<file path="config.mk">
export PLATFORM = sky130hd
export DESIGN_NAME = alu_cmd_seq
export DESIGN_NICKNAME = d
export VERILOG_FILES = /design/src/rtl/alu_cmd_seq.sv
export SDC_FILE = /design/constraint.sdc
export NUM_CORES = 1
export LEC_CHECK = 0
export CORE_ASPECT_RATIO = 2
export CORE_UTILIZATION = 53
export DETAILED_ROUTE_END_ITERATION = 8
export PLACE_DENSITY_LB_ADDON = 0.3
export SYNTH_ARGS = -nofsm -noshare
export SYNTH_HDL_FRONTEND = slang
export SYNTH_SLANG_ARGS = --single-unit
</file>
<file path="constraint.sdc">
create_clock -name clk -period 3.4 [get_ports clk]
set_input_delay 0.85 -clock clk [delete_from_list [all_inputs] [get_ports clk]]
set_output_delay 0.85 -clock clk [all_outputs]
set_load 0.02 [all_outputs]
</file>
<file path="src/rtl/alu_cmd_seq.sv">
// -----------------------------------------------------------------------------
// alu_cmd_seq
//
// Queues ALU commands in a small FIFO and sequences them one at a time through
// an external combinational ALU. Each command is popped, its operands are
// registered onto alu_A/alu_B/alu_op, the ALU result is captured one cycle
// later into res_data (and into the accumulator), and the result is held until
// the downstream side takes it. A command with cmd_acc=1 uses the accumulator
// (the previous result) as operand A in place of cmd_a.
//
// Handshakes: a transfer happens on a rising clk edge where valid and ready
// are both 1. The sender keeps valid high and its payload stable until that
// edge; the receiver may drive ready regardless of valid.
//
// Ports:
//   clk, rst      single clock; synchronous active-high reset
//   cmd_valid     upstream command valid
//   cmd_ready     command accepted this cycle (FIFO not full, not in reset)
//   cmd_op/a/b    opcode and operands of the incoming command
//   cmd_acc       use the accumulator instead of cmd_a as operand A
//   alu_A/B/op    registered operands/opcode driven to the external ALU
//   alu_result    combinational result from the external ALU
//   res_valid     captured result valid
//   res_ready     downstream accepts the result
//   res_data      captured result
//   fifo_count    number of occupied FIFO entries
//   dbg_state     current FSM state (0 IDLE, 1 ISSUE, 2 HOLD)
// -----------------------------------------------------------------------------
module alu_cmd_seq #(
    parameter int DEPTH = 4
) (
    input  logic                     clk,
    input  logic                     rst,
    input  logic                     cmd_valid,
    output logic                     cmd_ready,
    input  logic [2:0]               cmd_op,
    input  logic [3:0]               cmd_a,
    input  logic [3:0]               cmd_b,
    input  logic                     cmd_acc,
    output logic [3:0]               alu_A,
    output logic [3:0]               alu_B,
    output logic [2:0]               alu_op,
    input  logic [3:0]               alu_result,
    output logic                     res_valid,
    input  logic                     res_ready,
    output logic [3:0]               res_data,
    output logic [$clog2(DEPTH):0]   fifo_count,
    output logic [1:0]               dbg_state
);

    localparam int AW = $clog2(DEPTH);
    localparam int CW = AW + 1;

    typedef enum logic [1:0] {
        IDLE  = 2'd0,
        ISSUE = 2'd1,
        HOLD  = 2'd2
    } state_t;

    // FIFO entry layout: {op[11:9], a[8:5], b[4:1], acc[0]}
    logic [11:0]   r_mem [DEPTH];
    logic [AW-1:0] r_wr_ptr;
    logic [AW-1:0] r_rd_ptr;
    logic [CW-1:0] r_count;

    state_t        r_state;
    logic [3:0]    r_acc;
    logic [3:0]    r_alu_a;
    logic [3:0]    r_alu_b;
    logic [2:0]    r_alu_op;
    logic          r_res_valid;
    logic [3:0]    r_res_data;

    logic          w_push;
    logic          w_pop;
    logic          w_not_empty;
    logic [11:0]   w_head;
    logic [2:0]    w_head_op;
    logic [3:0]    w_head_a;
    logic [3:0]    w_head_b;
    logic          w_head_acc;

    assign cmd_ready   = (r_count != CW'(DEPTH)) && !rst;
    assign w_push      = cmd_valid && cmd_ready;
    assign w_not_empty = (r_count != '0);

    // Popping is driven by the registered count only, so an entry written on
    // one edge is never visible to the sequencer before the following edge.
    assign w_pop = w_not_empty &&
                   ((r_state == IDLE) || ((r_state == HOLD) && res_ready));

    assign w_head     = r_mem[r_rd_ptr];
    assign w_head_op  = w_head[11:9];
    assign w_head_a   = w_head[8:5];
    assign w_head_b   = w_head[4:1];
    assign w_head_acc = w_head[0];

    // FIFO storage carries no reset; occupancy is tracked by pointers/count.
    always_ff @(posedge clk) begin
        if (w_push) begin
            r_mem[r_wr_ptr] <= {cmd_op, cmd_a, cmd_b, cmd_acc};
        end
    end

    always_ff @(posedge clk) begin
        if (rst) begin
            r_wr_ptr <= '0;
            r_rd_ptr <= '0;
            r_count  <= '0;
        end else begin
            if (w_push) begin
                r_wr_ptr <= r_wr_ptr + AW'(1);
            end
            if (w_pop) begin
                r_rd_ptr <= r_rd_ptr + AW'(1);
            end
            case ({w_push, w_pop})
                2'b10:   r_count <= r_count + CW'(1);
                2'b01:   r_count <= r_count - CW'(1);
                default: r_count <= r_count;
            endcase
        end
    end

    always_ff @(posedge clk) begin
        if (rst) begin
            r_state     <= IDLE;
            r_acc       <= '0;
            r_alu_a     <= '0;
            r_alu_b     <= '0;
            r_alu_op    <= '0;
            r_res_valid <= 1'b0;
            r_res_data  <= '0;
        end else begin
            case (r_state)
                IDLE: begin
                    if (w_pop) begin
                        r_alu_a  <= w_head_acc ? r_acc : w_head_a;
                        r_alu_b  <= w_head_b;
                        r_alu_op <= w_head_op;
                        r_state  <= ISSUE;
                    end
                end
                ISSUE: begin
                    // The accumulator is refreshed here, before any later pop,
                    // so a chained command always sees the latest result.
                    r_res_data  <= alu_result;
                    r_acc       <= alu_result;
                    r_res_valid <= 1'b1;
                    r_state     <= HOLD;
                end
                HOLD: begin
                    if (res_ready) begin
                        r_res_valid <= 1'b0;
                        if (w_pop) begin
                            r_alu_a  <= w_head_acc ? r_acc : w_head_a;
                            r_alu_b  <= w_head_b;
                            r_alu_op <= w_head_op;
                            r_state  <= ISSUE;
                        end else begin
                            r_state <= IDLE;
                        end
                    end
                end
                default: begin
                    r_state     <= IDLE;
                    r_res_valid <= 1'b0;
                end
            endcase
        end
    end

    assign alu_A      = r_alu_a;
    assign alu_B      = r_alu_b;
    assign alu_op     = r_alu_op;
    assign res_valid  = r_res_valid;
    assign res_data   = r_res_data;
    assign fifo_count = r_count;
    assign dbg_state  = r_state;

endmodule

</file>
==> results.cfg <==
[run_status]
status = finished clean

[floorplanning]
ios = 42
rows = 37
die_area_um2 = 5680
initial_core_util_pct = 55.4
core_um2 = 5140
die_w_um = 53.8
die_h_um = 106

[setup_path]
crit_top_cell = clkdlybuf4s50_1
start_kind = input port
rrSetupSlack_ns = 1.22
endpoint_kind = primary output
slowest_stage = clkdlybuf4s50_1
cp_slowest_stage_delay_ns = 0.61
crit_type = in -> out
crit_chain = clkdlybuf4s50_1, a21oi_1, clkdlybuf4s50_1
worst-path-max-fanout = 4
arrival_ns = 2.06
required_ns = 2.55

[routing]
drtIter0Drc = 30
dr.pass1.iters = 4
vias_per_cell = 5.30
ant_nets = 0
drc = 0
drt-total-wl_mm = 4.56
wl_per_cell_um = 15.4
vias = 1570

[clocking]
cts_root_buffer = clkbuf_8
cts_tree = yes
clockBufferDepth = 2
post_cts_buffers = 0
clkLatencyLatePin_ns = 0.34
clk_pin_slew_ns = 0.06
postCtsHoldBufs = 0
htree_levels = 3
cts_buffers = 9
clock_sinks = 75
cts_resized = 0

[min_path]
holdCritPathClass = reg -> reg

[finish]
final_nets = 259
mostFrequentLayoutCells = 48 x edfxtp_1, 41 x clkdlybuf4s50_1, 27 x dfxtp_1
layout-drive-gt1-share_pct = 14.7
final_cells = 296
final_common_cell = edfxtp_1
antenna_cells = 0
syn_to_final_growth_pct = 23.1
fin_area_um2 = 3500

[placed_design]
io_buffers = 41
place.gp.congestion = 0.669
dp_cells = 280
hpwl_mm = 3.25
pre_cts_slack_ns = 0.441
placed_area_um2 = 3320

[synth]
ys_ff_latch = 75
synth_area_leaders = edfxtp_1 51%, dfxtp_1 19%, mux4_2 9.5%, mux2i_1 3.2%, nor2_1 2.4%
synth.distinct_cells = 26
synth_nets = 210
synth_warnings = 0
synth.avg_cell_area_um2 = 15.5
synth_top_area_share_pct = 50.7
synth_area_um2 = 2850
yosysTopAreaCell = edfxtp_1
synthCells = 184
ys_seq_area_share_pct = 69.7

[timing]
timing.hold.ws_ns = 0.458
min_period_over_period_pct = 85.6
post-route-min-period_ns = 2.91
setup_viol = 0
finalSetupTns_ns = 0
rsz0062_at_grt = no
final-hold-violation-count = 0
fmax_ghz = 0.344
slew_viol_final = 0
fin_worst_skew_ns = 0.00767
relSlewSlack_pct = 55.1
worst_pin_slew_ns = 0.672
fin_ws_ns = 0.490

[global_route]
grt_pass1_vias = 1617
gr-total-overflow = 0
grt_pass1_wl_mm = 7.27
grtUsageTotal_pct = 19.1
antenna_found_initial = 0
grt_max_degree = 17

[power]
vdd_drop_max_mv = 0.567
p_leak_nw = 1.21
powerDensity_nw_per_um2 = 772

[run]
drv_cap = 0
flip-flops by register name, indices dropped and copies added, names as in the netlist, named ones only:
name and cells:
alu_A 4, alu_B 4, alu_op 3, dbg_state 2
fifo_count 3, r_mem 48, r_rd_ptr 2, r_wr_ptr 2
res_data 4, res_valid 1
final timing paths:
| path | to | start | cells past startpoint |
|---|---|---|---|
| min reg2reg | alu_B[0] | alu_B[0] | 2 |
| max reg2reg | fifo_count[2] | fifo_count[1] | 8 |
| max | cmd_ready | rst | 3 |
| min | alu_B[0] | alu_B[0] | 2 |
Yosys cell counts, drive strengths merged:
| library cell | count |
|---|---|
| xor2 | 1 |
| mux2i | 9 |
| a21oi | 11 |
| edfxtp | 48 |
| or3 | 3 |
| o21ai | 2 |
| fa | 1 |
| ha | 5 |
| o31ai | 1 |
| clkinv | 1 |
| a211oi | 5 |
| nor2b | 3 |
| clkbuf | 2 |
| inv | 5 |
| nor3 | 2 |
| xnor2 | 3 |
| dfxtp | 27 |
| nor2 | 18 |
| and2 | 4 |
| mux4 | 12 |
| nand2 | 15 |
| buf | 6 |
through the flow:
stage | power, W | utilization, %
after floorplan | 0.00181 | -
after global placement | 0.00209 | 64.6
after detailed placement | 0.00211 | 64.6
after CTS | 0.00275 | 68.2
after global routing | 0.00287 | 68.2
final | 0.00270 | 68.2
cell type report:
cell class	count	area, um2
Fill cell	377	1640
Timing Repair Buffer	46	448
Inverter	6	22.5
Sequential cell	75	1980
Clock inverter	6	56.3
Clock buffer	10	128
Tap cell	58	72.6
Multi-Input combinational cell	95	795
critical path: cells and delay by family:
family | cells | cell delay, ns
buffers and inverters | 2 | 1.07
AOI/OAI and AO/OA | 1 | 0.13
power breakdown:
part	switching (W)	leakage [nW]	internal [W]
registers	0.0000917	0.657	0.00110
clock network	0.000295	0.0951	0.000333
logic	0.000447	0.455	0.000432
total	0.000834	1.21	0.00187
logic make-up (layout without fill, tap and decap cells):
logic type / after synthesis / count (layout) / share of synthesized area (%)
flops: 75 / 75 / 69.7
compound gates: 19 / 19 / 3.87
fa+ha+maj: 6 / 6 / 2.90
xor+xnor: 4 / 4 / 1.23
mux: 21 / 21 / 12.7
buf+inv: 14 / 68 / 2.42
simple gates: 45 / 45 / 7.26
per-layer routing:
layer / share of wire [%] / track usage, %
met5: 0 / 0
met4: 2.0 / 10.7
met3: 3.6 / 6.06
met2: 55 / 32.3
met1: 40 / 19.5
Note: power is estimated with default switching activity, not from simulation.
